--- src/rtl/fetch_pkg.sv ---
// rtl/fetch_pkg.sv - shared widths and lane slice helpers for the fetch-to-decode queue
package fetch_pkg;

  localparam int FETCH_LANES = 2;
  localparam int FETCH_DEPTH = 4;
  localparam int FETCH_ILEN  = 16;
  localparam int FETCH_PCLEN = 16;

  function automatic int instr_lsb(input int lane, input int ilen);
    return lane * ilen;
  endfunction

  function automatic int pc_lsb(input int lane, input int pclen);
    return lane * pclen;
  endfunction

endpackage

--- src/rtl/fdq_storage.sv ---
// rtl/fdq_storage.sv - bundle register array: tail write port, head rewrite port, async head read
module fdq_storage #(
  parameter int DEPTH = 4,
  parameter int W     = 68,
  parameter int AW    = 2
) (
  input  logic          clk,
  input  logic          i_we,
  input  logic [AW-1:0] i_waddr,
  input  logic [W-1:0]  i_wdata,
  input  logic          i_rw_en,
  input  logic [AW-1:0] i_raddr,
  input  logic [W-1:0]  i_rw_data,
  output logic [W-1:0]  o_rdata
);

  logic [W-1:0] r_mem [DEPTH];

  // The controller guarantees the tail and head never coincide while a rewrite is live.
  always_ff @(posedge clk) begin
    if (i_we)    r_mem[i_waddr] <= i_wdata;
    if (i_rw_en) r_mem[i_raddr] <= i_rw_data;
  end

  assign o_rdata = r_mem[i_raddr];

endmodule

--- src/rtl/fetch_decode_queue.sv ---
// rtl/fetch_decode_queue.sv - circular fetch-bundle queue between fetch and decode
// with flush and in-place head replay from the decoder.
module fetch_decode_queue
  import fetch_pkg::*;
#(
  parameter int LANES = FETCH_LANES,
  parameter int DEPTH = FETCH_DEPTH,
  parameter int ILEN  = FETCH_ILEN,
  parameter int PCLEN = FETCH_PCLEN,
  localparam int CW   = $clog2(DEPTH + 1)
) (
  input  logic                   clk,
  input  logic                   reset,
  input  logic                   flush,
  input  logic                   in_valid,
  output logic                   in_ready,
  input  logic [LANES*ILEN-1:0]  in_instr,
  input  logic [LANES-1:0]       in_lv,
  input  logic [LANES-1:0]       in_pred,
  input  logic [LANES*PCLEN-1:0] in_pc,
  output logic                   out_valid,
  input  logic                   out_ready,
  output logic [LANES*ILEN-1:0]  out_instr,
  output logic [LANES-1:0]       out_lv,
  output logic [LANES-1:0]       out_pred,
  output logic [LANES*PCLEN-1:0] out_pc,
  input  logic                   replay_valid,
  input  logic [LANES*ILEN-1:0]  replay_instr,
  input  logic [LANES-1:0]       replay_lv,
  input  logic [LANES-1:0]       replay_pred,
  input  logic [LANES*PCLEN-1:0] replay_pc,
  output logic [CW-1:0]          count
);

  localparam int AW = (DEPTH > 1) ? $clog2(DEPTH) : 1;
  localparam int W  = LANES * (ILEN + PCLEN + 2);
  localparam logic [CW-1:0] FULL    = CW'(DEPTH);
  localparam logic [AW-1:0] LAST_IX = AW'(DEPTH - 1);

  logic [AW-1:0] r_rd;
  logic [AW-1:0] r_wr;
  logic [CW-1:0] r_count;

  logic          w_in_ready;
  logic          w_out_valid;
  logic          w_push;
  logic          w_pop;
  logic          w_replay;
  logic          w_rewrite;
  logic [W-1:0]  w_rdata;

  logic [LANES*ILEN-1:0]  w_h_instr;
  logic [LANES*PCLEN-1:0] w_h_pc;
  logic [LANES-1:0]       w_h_pred;
  logic [LANES-1:0]       w_h_lv;

  assign w_in_ready  = (r_count < FULL);
  assign w_out_valid = (r_count != '0);

  // An all-invalid bundle still completes the handshake but takes no slot.
  assign w_push    = in_valid && w_in_ready && !flush && (|in_lv);
  assign w_replay  = w_out_valid && replay_valid && !flush;
  assign w_rewrite = w_replay && (|replay_lv);
  assign w_pop     = w_out_valid && !flush &&
                     (replay_valid ? !(|replay_lv) : out_ready);

  always_ff @(posedge clk) begin
    if (reset || flush) begin
      r_rd    <= '0;
      r_wr    <= '0;
      r_count <= '0;
    end else begin
      if (w_push) r_wr <= (r_wr == LAST_IX) ? '0 : r_wr + 1'b1;
      if (w_pop)  r_rd <= (r_rd == LAST_IX) ? '0 : r_rd + 1'b1;
      case ({w_push, w_pop})
        2'b10:   r_count <= r_count + 1'b1;
        2'b01:   r_count <= r_count - 1'b1;
        default: r_count <= r_count;
      endcase
    end
  end

  fdq_storage #(
    .DEPTH (DEPTH),
    .W     (W),
    .AW    (AW)
  ) u_storage (
    .clk       (clk),
    .i_we      (w_push),
    .i_waddr   (r_wr),
    .i_wdata   ({in_instr, in_pc, in_pred, in_lv}),
    .i_rw_en   (w_rewrite),
    .i_raddr   (r_rd),
    .i_rw_data ({replay_instr, replay_pc, replay_pred, replay_lv}),
    .o_rdata   (w_rdata)
  );

  assign {w_h_instr, w_h_pc, w_h_pred, w_h_lv} = w_rdata;

  // Stale array contents must never leak out while the queue is empty.
  assign out_instr = w_out_valid ? w_h_instr : '0;
  assign out_pc    = w_out_valid ? w_h_pc    : '0;
  assign out_pred  = w_out_valid ? w_h_pred  : '0;
  assign out_lv    = w_out_valid ? w_h_lv    : '0;

  assign in_ready  = w_in_ready;
  assign out_valid = w_out_valid;
  assign count     = r_count;

endmodule

--- config.mk ---
export PLATFORM = sky130hd
export DESIGN_NAME = fetch_decode_queue
export DESIGN_NICKNAME = d
export VERILOG_FILES = /design/src/rtl/fetch_pkg.sv /design/src/rtl/fdq_storage.sv /design/src/rtl/fetch_decode_queue.sv
export SDC_FILE = /design/constraint.sdc
export NUM_CORES = 1
export LEC_CHECK = 0
export BUFFER_PORTS_ARGS = -buffer_cell sky130_fd_sc_hd__buf_2
export CORE_MARGIN = 2
export CORE_UTILIZATION = 58
export CTS_CLUSTER_SIZE = 20
export DETAILED_ROUTE_END_ITERATION = 10
export PLACE_DENSITY = 0.93
export SETUP_SLACK_MARGIN = 0.5
export SYNTH_ARGS = -nofsm -noshare
export SYNTH_HDL_FRONTEND = slang
export SYNTH_SLANG_ARGS = --single-unit
--- constraint.sdc ---
create_clock -name clk -period 4.05 [get_ports clk]
set_input_delay 0.405 -clock clk [delete_from_list [all_inputs] [get_ports clk]]
set_output_delay 0.405 -clock clk [all_outputs]
set_load 0.1 [all_outputs]
### Word level (Yosys, flattened, before mapping)

Memories as Yosys holds them, arrays and structs flattened. A register that Yosys moved wholly into a read port is not among the register bits.
Cells that the tools add are included.

| word-level totals | value |
|---|---|
| bits in registers | 7 |
| memory bits (writable) | 272 |
| input bits | 142 |
| output and inout bits | 73 |
| logic and storage cells | 42 |
| memories | 1 |

Memory list:

| memory | depth | width | rd ports | clocked after memory_dff | wr ports | line | source |
|---|---|---|---|---|---|---|---|
| u_storage.r_mem | 4 | 68 | 1 | 1 | 2 | fdq_storage.sv:17 | `logic [W-1:0] r_mem [DEPTH];` |

| cells by class | value |
|---|---|
| $add $sub $neg | 4 |
| magnitude comparators | 1 |
| eq/ne operators | 4 |
| mux-type cells | 14 |
| reduce and logical (&&, ||, !) cells | 15 |

Operators by type and width:

| operator | count |
|---|---|
| $mux W32 | 2 |
| $mux W2 | 6 |
| $logic_and A1 B1 Y1 | 8 |
| $eq A2 B2 Y1 const B | 3 |
| $pmux W3 S2 | 1 |
| $mux W1 | 5 |
| $add A2 B1 Y2 const B | 2 |
| $reduce_or A2 Y1 | 2 |
| $add A3 B1 Y3 const B | 1 |
| $lt A3 B3 Y1 const B | 1 |
| $reduce_bool A3 Y1 | 1 |
| $sub A3 B1 Y3 const B | 1 |
| $eq A2 B1 Y1 const B | 1 |
| $logic_not A1 Y1 | 2 |
| $reduce_bool A2 Y1 | 1 |
| $logic_or A1 B1 Y1 | 1 |

### Depth between registers and ports, before layout

| logic depth | value |
|---|---|
| word-level depth | 6 |
| mapped depth | 10 |
| mapped depth without buffers | 9 |

### Hierarchy

From an unflattened synthesis, not the netlist that was laid out.

| unflattened totals | value |
|---|---|
| cell total of the unflattened synthesis | 794 |
| area total of the unflattened synthesis | 13963.4 µm² |

Modules (own cells, without submodules):

| module | instances | cells each | area an instance (µm²) | sequential area each (µm²) |
|---|---|---|---|---|
| fdq_storage | 1 | 667 | 13082.5 | 8167.8 |
| fetch_decode_queue | 1 | 127 | 880.8 | 140.1 |

### Least setup slack after synthesis

No wires, ideal clock.

| path | value |
|---|---|
| path type | register to register |
| from | reg r_count[0] (netlist: count[0]) |
| to | mem u_storage.r_mem[2][0] (enable) |
| library setup time | 0.425 ns |
| arrival time | 3.491 ns |
| data required time | 3.625 ns |
| slack | 0.134 ns |
| cell stages (with the launch flop) | 7 |
| path buffers | 3 |
| period minus slack after synthesis | 3.916 ns |
| cell sequence | dfxtp_1 > nor3_4 > buf_4 > nor4b_4 > buf_4 > buf_6 > a21o_1 |

RTL lines:

| element | line | source |
|---|---|---|
| from (decl) | fetch_decode_queue.sv:42 | `logic [CW-1:0] r_count;` |
| from (signal assigned) | fetch_decode_queue.sv:76 | `2'b10: r_count <= r_count + 1'b1;` |
| from (signal assigned) | fetch_decode_queue.sv:77 | `2'b01: r_count <= r_count - 1'b1;` |
| from (signal assigned) | fetch_decode_queue.sv:78 | `default: r_count <= r_count;` |
| to (decl) | fdq_storage.sv:17 |  |

==> impl_metrics.tcl <==
set metrics [dict create \
    fmax_mhz 327 \
    start_kind "flip-flop" \
    clock_path_buffers 3 \
    cts_hold_buf 0 \
    start_util 0.587 \
    cts_resized 0 \
    ys_warn_count 0 \
    vias_per_cell 5.90 \
    cts_made_buffers 29 \
    critPathMaxStageDelay_ps 680 \
    netlist.area_leader.share 0.577 \
    vias 8027 \
    synth.distinct_cells 29 \
    first_global_vias 8606 \
    r2r_start "count[2]" \
    drc 0 \
    hold_start "in_pc[27]" \
    synth_most_common_cell "edfxtp_1" \
    ant_nets 0 \
    hpwl_um 18800 \
    synth-main-ff-cell "edfxtp_1" \
    cp_top_family "buffers and inverters" \
    drive_gt1_frac 0.589 \
    grt_max_degree 69 \
    clock_latency_ps 540 \
    internal_power_w 0.00497 \
    drtIter0Drc 701 \
    maxSlewHeadroom 0.289 \
    synth_fp_nets 955 \
    dieArea_mm2 0.0257 \
    p_clk_frac 0.408 \
    p_switching_w 0.00142 \
    fillers 1592 \
    seq_area_frac_synth 0.590 \
    async_flop_share 0 \
    swShare 0.222 \
    cap_violations 0 \
    cts_root_buf "clkbuf_16" \
    end_kind "output port" \
    synth_top_cells_by_area "edfxtp_1, mux2_2, mux4_2, nor2b_1, mux2_1" \
    p_per_area_mw_per_mm2 387 \
    tightest_slew_ps 1070 \
    place_congestion 0.809 \
    syn_avg_cell_area_um2 17.6 \
    grt_antenna_before_repair 6 \
    path_class "reg2out" \
    routedWlPerCell_um 23.0 \
    coreArea_mm2 0.0241 \
    path_cells "buf_4, mux4_2, nor2b_1, buf_2" \
    min_path_type "in2reg" \
    rsz0062_at_grt "false" \
    wl_um 31300 \
    die_w_um 160 \
    combPwrFrac 0.085 \
    yosys.area.top_type "edfxtp_1" \
    drtPass1Iterations 5 \
    power_leakage_nw 5.66 \
    fin_tns_setup_ps 0 \
    cp_slowest_cell "dfxtp_4" \
    clock_sinks 281 \
    skew_ps 13.8 \
    power_frac_seq 0.507 \
    fp.dieH_um 160 \
    fin_crit_ps 3050 \
    ys_seq_elements 281 \
    status "finished, final reports clean" \
    cts-htree-levels 1 \
    rows 57 \
    grt_pass1_wl_um 48500 \
    setup_viol 0 \
    final_util 0.685 \
    portBuffers 214 \
    tritoncts "done" \
    clk_pin_slew_worst_paths_ps 60 \
    synth_edf_count 272 \
    cp_data_required_time_ps 3640 \
    critical_path_arrival_ps 2650 \
    synth_common_cells "edfxtp_1, mux2_2, mux4_2, nor2b_1, buf_2" \
    critical_path_buf_inv_count 2 \
    area_delta_synth_final_pct 16.7 \
    ir_drop_uv 405 \
    period_share 0.754 \
    final_hold_viol_count 0 \
    nets 1161 \
    grt.total_usage 0.245 \
    syn_inst 803 \
    grt-ovfl-total 0 \
    ioPinCount 215 \
    synth_area_mm2 0.0141 \
    drv_slew 0 \
    cts_setup_buffers 0 \
    path_max_fanout 24 \
]
power by group through the flow:
stage	Clock, W	Combinational [W]	Sequential, W
final	0.00260	0.000544	0.00324
after detailed placement	0	0.000537	0.00330
after CTS	0.00264	0.000542	0.00324
after floorplan	0	0.000351	0.00330
after global placement	0	0.000518	0.00330
after global routing	0.00275	0.000579	0.00324
state kept, by name, indices dropped and copies added, names as in the netlist, named ones only:
register and flops:
r_rd 2, u_storage.r_mem 272, count 3, r_wr 2
final timing paths:
| check | to | slack [ps] | depth (start not counted) |
|---|---|---|---|
| max | out_pred[0] | 1000 | 4 |
| min | u_storage.r_mem[2][31] | 200 | 2 |
| max reg2reg | u_storage.r_mem[3][40] | 1260 | 5 |
| min reg2reg | flip-flop | 530 | 2 |
placed cells by master (no fill, tap or decap), types with 6 or more instances in the layout:
cell type and n:
buf_12 6, buf_2 214, buf_4 9, clkbuf_1 8
clkbuf_16 29, clkinv_2 8, dfxtp_1 7, diode_2 6
edfxtp_1 272, ha_1 9, inv_1 10, mux2_1 20
mux2_2 252, mux4_2 68, nor2_1 6, nor2b_1 68
metrics by stage:
step / std cells / instance area (um^2) / hold slack (ps) / setup WS (ps) / power [W]
3_3_place_gp: 1302 / 15600 / 501 / 1320 / 0.00382
6_report: 1361 / 16500 / 198 / 996 / 0.00639
5_1_grt: 1358 / 16500 / 197 / 819 / 0.00657
2_1_floorplan: 803 / 14100 / 483 / 706 / 0.00365
3_5_place_dp: 1302 / 15600 / 519 / 1240 / 0.00384
4_1_cts: 1355 / 16500 / 172 / 921 / 0.00642
cells by family after synthesis:
family | count (synthesis) | synth area share
AND/OR/NAND/NOR | 90 | 0.0445
adder cells (fa/ha/maj) | 10 | 0.00938
AO/OA/AOI/OAI | 14 | 0.00610
buffers and inverters | 64 | 0.0223
flip-flops | 281 | 0.590
multiplexers | 342 | 0.326
XOR/XNOR | 2 | 0.00124
area by class of cell:
class / instances / area (um^2) / area share
Multi-Input combinational cell: 458 / 5510 / 0.334
Sequential cell: 281 / 8360 / 0.506
Antenna cell: 6 / 15.0 / 0.000910
Inverter: 10 / 37.5 / 0.00227
Clock inverter: 15 / 149 / 0.00902
Clock buffer: 38 / 769 / 0.0466
Tap cell: 324 / 405 / 0.0246
Timing Repair Buffer: 229 / 1260 / 0.0763
per-layer routing:
layer	track usage	up-vias	wire, um
met4	0.0581	6	655
met5	0	-	41
met2	0.440	318	16100
met1	0.316	4042	12500
li1	-	3609	-
met3	0.0361	52	2050
Power figures use the tool's default switching activity.
